### src/rtl/bridge_sched_pkg.sv
// Shared types and constants for the DRAM<->SD bridge scheduler.
package bridge_sched_pkg;

    typedef enum logic [2:0] {
        StIdle,
        StIssue,
        StWait,
        StCollect,
        StResp
    } state_t;

    localparam int unsigned BR_BYTES            = 8;
    localparam int unsigned DRAM_AW             = 13;
    localparam int unsigned SD_AW               = 16;
    localparam int unsigned DATA_W              = 64;
    localparam int unsigned TIMEOUT_CYC_DEFAULT = 20000;

endpackage

### src/rtl/rr_arbiter.sv
// Round-robin arbiter: grants the first requester above ptr, wrapping around.
module rr_arbiter #(
    parameter int unsigned N_REQ = 2,
    parameter int unsigned ID_W  = (N_REQ > 1) ? $clog2(N_REQ) : 1
) (
    input  logic [N_REQ-1:0] req,
    input  logic [ID_W-1:0]  ptr,
    input  logic             en,
    output logic [N_REQ-1:0] gnt,
    output logic [ID_W-1:0]  idx
);

    logic            found;
    logic [ID_W-1:0] cand;

    always_comb begin
        gnt   = '0;
        idx   = '0;
        found = 1'b0;
        cand  = '0;
        for (int unsigned k = 1; k <= N_REQ; k++) begin
            cand = ID_W'((32'(ptr) + k) % N_REQ);
            if (en && !found && req[cand]) begin
                found     = 1'b1;
                gnt[cand] = 1'b1;
                idx       = cand;
            end
        end
    end

endmodule

### src/rtl/bridge_scheduler.sv
// Shares one DRAM<->SD bridge among N_REQ requesters: arbitrate, issue one command,
// gather the 8-byte result burst and return it over a valid/ready response channel.
module bridge_scheduler
    import bridge_sched_pkg::*;
#(
    parameter int unsigned N_REQ       = 2,
    parameter int unsigned ID_W        = (N_REQ > 1) ? $clog2(N_REQ) : 1,
    parameter int unsigned TIMEOUT_CYC = TIMEOUT_CYC_DEFAULT
) (
    input  logic                     clk,
    input  logic                     rst_n,
    input  logic [N_REQ-1:0]         req_valid,
    output logic [N_REQ-1:0]         req_ready,
    input  logic [N_REQ-1:0]         req_dir,
    input  logic [N_REQ*DRAM_AW-1:0] req_addr_dram,
    input  logic [N_REQ*SD_AW-1:0]   req_addr_sd,
    output logic                     br_in_valid,
    output logic                     br_direction,
    output logic [DRAM_AW-1:0]       br_addr_dram,
    output logic [SD_AW-1:0]         br_addr_sd,
    input  logic                     br_out_valid,
    input  logic [7:0]               br_out_data,
    output logic                     resp_valid,
    input  logic                     resp_ready,
    output logic [ID_W-1:0]          resp_id,
    output logic                     resp_dir,
    output logic [DATA_W-1:0]        resp_data,
    output logic                     busy,
    output logic [15:0]              done_cnt,
    output logic                     err_proto,
    output logic                     err_timeout
);

    localparam int unsigned TW = $clog2(TIMEOUT_CYC + 1);

    state_t             state_q, state_d;
    logic [ID_W-1:0]    ptr_q, ptr_d;
    logic [ID_W-1:0]    id_q, id_d;
    logic               dir_q, dir_d;
    logic [DRAM_AW-1:0] dram_q, dram_d;
    logic [SD_AW-1:0]   sd_q, sd_d;
    logic               in_valid_q, in_valid_d;
    logic [DATA_W-1:0]  data_q, data_d;
    logic [2:0]         bcnt_q, bcnt_d;
    logic [TW-1:0]      tmo_q, tmo_d;
    logic [15:0]        done_q, done_d;
    logic               eproto_q, eproto_d;
    logic               etmo_q, etmo_d;

    logic [N_REQ-1:0]   gnt;
    logic [ID_W-1:0]    gidx;
    logic               hs;

    rr_arbiter #(
        .N_REQ (N_REQ),
        .ID_W  (ID_W)
    ) u_arb (
        .req (req_valid),
        .ptr (ptr_q),
        .en  (state_q == StIdle),
        .gnt (gnt),
        .idx (gidx)
    );

    // Grant is always a subset of req_valid, so any grant is a handshake.
    assign hs = |gnt;

    always_comb begin
        state_d    = state_q;
        ptr_d      = ptr_q;
        id_d       = id_q;
        dir_d      = dir_q;
        dram_d     = dram_q;
        sd_d       = sd_q;
        in_valid_d = 1'b0;
        data_d     = data_q;
        bcnt_d     = bcnt_q;
        tmo_d      = tmo_q;
        done_d     = done_q;
        eproto_d   = eproto_q;
        etmo_d     = etmo_q;

        // Stray result bytes are flagged and dropped.
        if (br_out_valid &&
            (state_q == StIdle || state_q == StIssue || state_q == StResp)) begin
            eproto_d = 1'b1;
        end

        unique case (state_q)
            StIdle: begin
                if (hs) begin
                    id_d       = gidx;
                    ptr_d      = gidx;
                    dir_d      = req_dir[gidx];
                    dram_d     = req_addr_dram[32'(gidx)*DRAM_AW +: DRAM_AW];
                    sd_d       = req_addr_sd[32'(gidx)*SD_AW +: SD_AW];
                    in_valid_d = 1'b1;
                    state_d    = StIssue;
                end
            end
            StIssue: begin
                tmo_d   = '0;
                state_d = StWait;
            end
            StWait: begin
                if (br_out_valid) begin
                    data_d  = {data_q[DATA_W-9:0], br_out_data};
                    bcnt_d  = 3'd1;
                    state_d = StCollect;
                end else begin
                    // Saturate; the bridge cannot be aborted, so only flag it.
                    if (tmo_q < TW'(TIMEOUT_CYC)) tmo_d = tmo_q + TW'(1);
                    if (tmo_d == TW'(TIMEOUT_CYC)) etmo_d = 1'b1;
                end
            end
            StCollect: begin
                if (br_out_valid) begin
                    data_d = {data_q[DATA_W-9:0], br_out_data};
                    if (bcnt_q == 3'(BR_BYTES - 1)) state_d = StResp;
                    else bcnt_d = bcnt_q + 3'd1;
                end
            end
            StResp: begin
                if (resp_ready) begin
                    done_d  = done_q + 16'd1;
                    state_d = StIdle;
                end
            end
            default: state_d = StIdle;
        endcase
    end

    always_ff @(posedge clk or negedge rst_n) begin
        if (!rst_n) begin
            state_q    <= StIdle;
            ptr_q      <= ID_W'(N_REQ - 1);
            id_q       <= '0;
            dir_q      <= 1'b0;
            dram_q     <= '0;
            sd_q       <= '0;
            in_valid_q <= 1'b0;
            data_q     <= '0;
            bcnt_q     <= '0;
            tmo_q      <= '0;
            done_q     <= '0;
            eproto_q   <= 1'b0;
            etmo_q     <= 1'b0;
        end else begin
            state_q    <= state_d;
            ptr_q      <= ptr_d;
            id_q       <= id_d;
            dir_q      <= dir_d;
            dram_q     <= dram_d;
            sd_q       <= sd_d;
            in_valid_q <= in_valid_d;
            data_q     <= data_d;
            bcnt_q     <= bcnt_d;
            tmo_q      <= tmo_d;
            done_q     <= done_d;
            eproto_q   <= eproto_d;
            etmo_q     <= etmo_d;
        end
    end

    assign req_ready    = gnt;
    assign br_in_valid  = in_valid_q;
    assign br_direction = dir_q;
    assign br_addr_dram = dram_q;
    assign br_addr_sd   = sd_q;
    assign resp_valid   = (state_q == StResp);
    assign resp_id      = id_q;
    assign resp_dir     = dir_q;
    assign resp_data    = data_q;
    assign busy         = (state_q != StIdle);
    assign done_cnt     = done_q;
    assign err_proto    = eproto_q;
    assign err_timeout  = etmo_q;

endmodule

### config.mk
export PLATFORM = sky130hd
export DESIGN_NAME = bridge_scheduler
export DESIGN_NICKNAME = d
export VERILOG_FILES = /design/src/rtl/bridge_sched_pkg.sv /design/src/rtl/rr_arbiter.sv /design/src/rtl/bridge_scheduler.sv
export SDC_FILE = /design/constraint.sdc
export NUM_CORES = 1
export LEC_CHECK = 0
export ABC_CLOCK_PERIOD_IN_PS = 2200
export CELL_PAD_IN_SITES_DETAIL_PLACEMENT = 0
export CELL_PAD_IN_SITES_GLOBAL_PLACEMENT = 1
export CORE_MARGIN = 2
export CORE_UTILIZATION = 36
export DETAILED_ROUTE_END_ITERATION = 6
export GPL_ROUTABILITY_DRIVEN = 1
export GPL_TIMING_DRIVEN = 0
export PLACE_DENSITY = 0.85
export SLEW_MARGIN = 20
export SYNTH_ARGS = -nofsm -noshare
export SYNTH_HDL_FRONTEND = slang
export SYNTH_SLANG_ARGS = --single-unit
### constraint.sdc
create_clock -name clk -period 2.2 [get_ports clk]
set_input_delay 0.55 -clock clk [delete_from_list [all_inputs] [get_ports clk]]
set_output_delay 0.55 -clock clk [all_outputs]
set_load 0.01 [all_outputs]
==> metrics, run 1 <==
fmax 0.469 GHz; crit path from state_q[1]$_DFFE_PN0P_; flops & latches, synth 136; xor and xnor area share after synthesis 3.17%; Die X-Extent 134 um; Total Routing Usage GR 18.5%; adder-cell share of the synthesized area 0.824%; core area 16500 um2; sequential share of power 37.3%; complex-gate fraction of the synthesized area 12.9%; first-pass GRT wire length 26100 um; Slew Limit Fails 0; critical-path maximum fanout 10; First-pass DRT Iterations 4; GPL Wtd Cong 0.862; # fillers 1433; die area 17900 um2; placed cells 958; simple logic cell fraction of the synthesized area 10.9%; Tcrit/Tclk final 97.0%; worst path required time 1.65 ns; clock skew 0.00556 ns; root buf cell clkbuf_16; DP HPWL 12000 um; Worst Setup Start Kind flip-flop; sequential element share of the synthesized area 56.1%; mux contribution to synthesized area 12.2%; distinct cell type count after synthesis 55; internal power 7.38 mW; clk slew on worst S/H paths 0.06 ns; Gate power share 37.5%; remaining global-route overflow 0; post-synthesis net count 623; total routed wirelength 16300 um; NetSw 3.47 mW; Synth Cell Area 6070 um2; Clock Latency Late Sink 0.42 ns; Sum Neg Setup Slack 0 ns; Tot Pwr 10.8 mW; largest family of logic cells by synthesized area compound AO/OA/AOI/OAI gates; share of cells above drive strength 1 19.0%; Synth async-reset ratio 100%; ANT cells 0; worst r2r path cells 5; WP data arrival 1.58 ns; CTS tree done; deepest clock path buffer count 2; area taken by multi-input logic gates 2480 um2; final std cells w/o fill 992; Post-Synthesis Cells 545; final core utilization 54.3%; antenna violations before repair 0; DRC 0; Layout area overhead 47.7%; fin crit period 2.13 ns; final net count 837; vias in the first global route 5006; Main synth FF type dfrtp_1; Crit Path Category flip-flop to output port; Post-DRT Antenna Nets 0; DR vias/cell 5.05; commonest non-fill, non-tap cells in the layout clkdlybuf4s50_1, dfrtp_1, nand2_1, mux2_2, o21ai_0; Worst slew margin 60.9%; FF-to-FF Start tmo_q[10]$_DFFE_PN0P_; switching portion of total power 32.0%; Leak 3.79 nW; IO buf count 192; Initial Util 36.7%; Fin. Hold Viols 0; Worst Max-Slew Pin Slew 0.587 ns; Vias 5011; CTS H-Tree Depth 4; commonest non-fill, non-tap cell in the layout clkdlybuf4s50_1; outcome finished, final reports clean; Worst VDD drop 0.791 mV; area occupied by registers 3410 um2; final setup vio count 0; element type at the critical path end output port; Avg WL per Cell 16.4 um; initial DRC count 148; synth warn 0; cts bufs inserted 17; standard-cell rows 47; syn avg cell area 11.1 um2; clk sink count 136; Die H 134 um; max cap viols 0; Ports 193; worst min-delay path class input pin to async pin; number of flops mapped to enable cells by yosys 0; pin count of the biggest net entering global routing 75; clock power share 25.2%; power per cell area 1210 nW/um2
metal layers:
metal,track usage (%),wire length (um),vias to the layer above
met3,8.43,1840,18
met4,6.03,177,0
met5,0,0,-
li1,-,-,2380
met2,31.2,7870,208
met1,20.9,6390,2405
Yosys cell counts (3+ instances only):
| library cell | count | area, um2 |
|---|---|---|
| and3_1 | 5 | 31.3 |
| o31ai_1 | 5 | 37.5 |
| xor2_1 | 8 | 70.1 |
| buf_1 | 6 | 22.5 |
| nor3_1 | 6 | 30.0 |
| ha_1 | 4 | 50.1 |
| inv_1 | 11 | 41.3 |
| xnor2_1 | 14 | 123 |
| nand2b_1 | 3 | 18.8 |
| buf_4 | 6 | 45.0 |
| mux2_2 | 65 | 732 |
| dfrtp_1 | 135 | 3380 |
| nor2_1 | 18 | 67.6 |
| a21oi_1 | 12 | 60.1 |
| nand3_1 | 14 | 70.1 |
| nor4_1 | 4 | 25.0 |
| o21ai_0 | 49 | 245 |
| buf_2 | 10 | 50.1 |
| nand2_1 | 66 | 248 |
| a31oi_1 | 3 | 18.8 |
| o21ai_1 | 6 | 30.0 |
| nand4_1 | 10 | 62.6 |
| o22ai_1 | 30 | 188 |
| clkbuf_1 | 17 | 63.8 |
power groups by stage:
stage / clock network (mW) / logic, mW / registers, mW
after global routing: 2.92 / 4.38 / 4.16
after floorplan: 0 / 1.38 / 4.33
after global placement: 0 / 3.96 / 3.99
after CTS: 2.81 / 4.10 / 4.05
after detailed placement: 0 / 4.05 / 4.05
final: 2.73 / 4.07 / 4.04
what timing repair did:
item	in CTS	in global routing
pin swaps	3	3
gates resized for setup	25	11
endpoints found under the setup margin	5	18
hold buffers	0	0
setup buffers	2	3
path summary, 6_finish.rpt:
kind	to	slack (ns)
min in group clk	done_cnt[15]$_DFFE_PN0P_	0.47
hold / removal	resp_data[10]$_DFFE_PN0P_	0.06
setup reg to reg	err_timeout$_DFFE_PN0P_	0.12
setup / recovery	req_ready[1]	0.07
max in group asynchronous	state_q[0]$_DFFE_PN0P_	1.41
hold reg to reg	done_cnt[15]$_DFFE_PN0P_	0.47
cell families after synthesis:
family | Yosys count
xor+xnor | 22
buf+inv | 52
fa+ha+maj | 4
mux | 66
simple gates | 140
flops | 136
compound gates | 125
state kept, by name (all words and copies together) (netlist names):
| signal | flops |
|---|---|
| done_cnt | 16 |
| state_q | 3 |
| err_proto | 1 |
| resp_id | 1 |
| tmo_q | 15 |
| br_addr_sd | 16 |
| resp_data | 64 |
| bcnt_q | 3 |
| br_direction | 1 |
| br_addr_dram | 13 |
| ptr_q | 1 |
| br_in_valid | 1 |
| err_timeout | 1 |
area by class of cell:
type	instances	share of cell area [%]
Tap cell	220	3.07
Clock buffer	18	4.79
Sequential cell	136	38.0
Inverter	12	0.502
Multi-Input combinational cell	357	27.7
Buffer	37	2.25
Timing Repair Buffer	198	22.2
Clock inverter	14	1.56
worst max-delay path: stages, from the launching register on:
cell and delay (ns):
dfrtp_1 0.39, buf_6 0.14, nor3_4 0.22, nand2_2 0.12
buf_8 0.16, inv_2 0.05, buf_6 0.09
per-stage QoR:
step                      setup slack [ns]  hold slack (ns)  area, um2
final                               0.0670           0.0562       8970
after global routing              -0.00307           0.0749       8970
after CTS                         -0.00189           0.0690       8910
after detailed placement            -0.901            0.465       8300
after global placement               -4.61            0.460       8270
after floorplan                      0.285            0.254       6070
Note: power is estimated with default switching activity, not from simulation.
==> run 2, diff against run 1 <==
- MAX_ROUTING_LAYER: unset -> met4
==> run 2 against run 1 <==
  * Combinational power about the same
  * Setup slack hardly changed
  * First-iteration DRC count rose by 28%
  * Power up 2.3%
  * Global-route usage grew 0.92 points
  * Critical path type unchanged
  * Largest cell class unchanged
==> metrics, run 2 (synthesized netlist as in run 1, its figures left out) <==
Layout area overhead 48.4% (was 47.7%); die area 17900 um2 (unchanged); element type at the critical path end output port (unchanged); final net count 836 (was 837); antenna violations before repair 0 (unchanged); DR vias/cell 5.05 (about the same); total routed wirelength 16500 um (was 16300 um); Die X-Extent 134 um (unchanged); share of cells above drive strength 1 18.9% (was 19.0%); Crit Path Category flip-flop to output port (unchanged); commonest non-fill, non-tap cell in the layout clkdlybuf4s50_1 (unchanged); Vias 5008 (was 5011); switching portion of total power 31.1% (was 32.0%); clk slew on worst S/H paths 0.06 ns (about the same); WP data arrival 1.58 ns (about the same); Gate power share 36.5% (was 37.5%); area occupied by registers 3400 um2 (was 3410 um2); Tot Pwr 11.1 mW (was 10.8 mW); Die H 134 um (unchanged); pin count of the biggest net entering global routing 75 (unchanged); # fillers 1414 (was 1433); Fin. Hold Viols 0 (unchanged); CTS tree done (unchanged); Slew Limit Fails 0 (unchanged); GPL Wtd Cong 0.859 (was 0.862); final setup vio count 0 (unchanged); max reg flops 64 (unchanged); Worst Max-Slew Pin Slew 0.591 ns (was 0.587 ns); cts bufs inserted 17 (unchanged); worst path required time 1.65 ns (about the same); final core utilization 54.5% (was 54.3%); DRC 0 (unchanged); sequential share of power 36.4% (was 37.3%); DP HPWL 12000 um (about the same); Worst Setup Start Kind flip-flop (unchanged); Tcrit/Tclk final 97.0% (about the same); area taken by multi-input logic gates 2490 um2 (was 2480 um2); Leak 3.81 nW (was 3.79 nW); vias in the first global route 5315 (was 5006); CTS H-Tree Depth 4 (unchanged); ANT cells 0 (unchanged); # hold bufs at CTS 0 (unchanged); Initial Util 36.7% (unchanged); standard-cell rows 47 (unchanged); Clock Latency Late Sink 0.41 ns (was 0.42 ns); commonest non-fill, non-tap cells in the layout clkdlybuf4s50_1, dfrtp_1, nand2_1, mux2_2, o21ai_0 (unchanged); FF-to-FF Start tmo_q[13]$_DFFE_PN0P_ (was tmo_q[10]$_DFFE_PN0P_); Avg WL per Cell 16.7 um (was 16.4 um); First-pass DRT Iterations 4 (unchanged); Ports 193 (unchanged); reg2reg setup slack 0.11 ns (was 0.12 ns); worst r2r path cells 6 (was 5); critical-path maximum fanout 10 (unchanged); root buf cell clkbuf_16 (unchanged); Worst VDD drop 0.785 mV (was 0.791 mV); worst hold slack 0.0538 ns (was 0.0562 ns); IO buf count 192 (unchanged); initial DRC count 189 (was 148); fmax 0.469 GHz (about the same); deepest clock path buffer count 2 (unchanged); worst min-delay path class input pin to async pin (unchanged); first-pass GRT wire length 26800 um (was 26100 um); remaining global-route overflow 0 (unchanged); clk sink count 136 (unchanged); clock power share 27.0% (was 25.2%); RR Endpoint err_timeout$_DFFE_PN0P_ (unchanged); Worst slew margin 60.6% (was 60.9%); internal power 7.64 mW (was 7.38 mW); Post-DRT Antenna Nets 0 (unchanged); outcome finished, final reports clean (unchanged); power per cell area 1230 nW/um2 (was 1210 nW/um2); fin crit period 2.13 ns (about the same); Total Routing Usage GR 19.4% (was 18.5%); core area 16500 um2 (unchanged); max cap viols 0 (unchanged); NetSw 3.45 mW (was 3.47 mW); clock skew 0.0109 ns (was 0.00556 ns)
-- run 2: worst max-delay path by stage --
stage / start / endpoint / slack [ns] / depth (start not counted)
floorplan: tmo_q[1]$_DFFE_PN0P_ / err_timeout$_DFFE_PN0P_ / 0.29 / 7
global placement: rst_n / br_addr_sd[3]$_DFFE_PN0P_ / -4.62 / 1
detailed placement: req_valid[1] / req_ready[1] / -0.94 / 7
CTS: state_q[1]$_DFFE_PN0P_ / req_ready[1] / -0.0005 / 6
global route: state_q[1]$_DFFE_PN0P_ / req_ready[1] / -0.01 / 6
finish: state_q[1]$_DFFE_PN0P_ / req_ready[1] / 0.07 / 6
-- run 2: what timing repair did --
action | 4_1_cts | 5_1_grt
resized for setup | 25 | 10
pin swaps | 3 | 3
gates cloned | 0 | 0
buffers inserted | 2 | 2
setup endpoints to repair | 6 | 11
-- run 2: power groups by stage --
stage	combinational (mW)	sequential (mW)	clock (mW)
after floorplan	1.38	4.33	0
after global placement	3.96	3.99	0
after detailed placement	4.04	4.05	0
after CTS	4.08	4.05	3.06
after global routing	4.37	4.17	3.18
final	4.05	4.04	3.00
-- run 2: cell type report --
type | instances | share of cell area [%]
flip-flops and latches | 136 | 37.8
inverters | 12 | 0.500
clock buffers | 19 | 4.92
multi-input cells | 357 | 27.6
plain buffers | 37 | 2.24
well taps | 220 | 3.06
repair buffers | 197 | 21.9
clock inverters | 13 | 2.03
-- run 2: critical path, stage by stage, from the launching register on --
cell and delay (ns):
dfrtp_1 0.39, buf_6 0.15, nor3_4 0.22, nand2_2 0.11
buf_8 0.15, inv_1 0.04, buf_2 0.12
-- run 2: per-stage QoR --
step / TNS [ns] / worst slack [ns] / cell area, um2 / cells
after floorplan: 0 / 0.285 / 6070 / 545
after global placement: -640.26 / -4.62 / 8270 / 957
after detailed placement: -19.80 / -0.942 / 8300 / 958
after CTS: -0.000495 / -0.000495 / 8970 / 990
after global routing: -0.0114 / -0.0114 / 9010 / 991
final: 0 / 0.0666 / 9010 / 991
-- run 2: routing by layer --
layer	share of wire, %	up-vias	track usage, %	wire [um]
li1	-	2381	-	-
met1	41	2433	21.5	6750
met2	49	186	32.8	8080
met3	9.5	8	7.56	1570
met4	0.74	0	5.02	123
met5	0	-	-	0
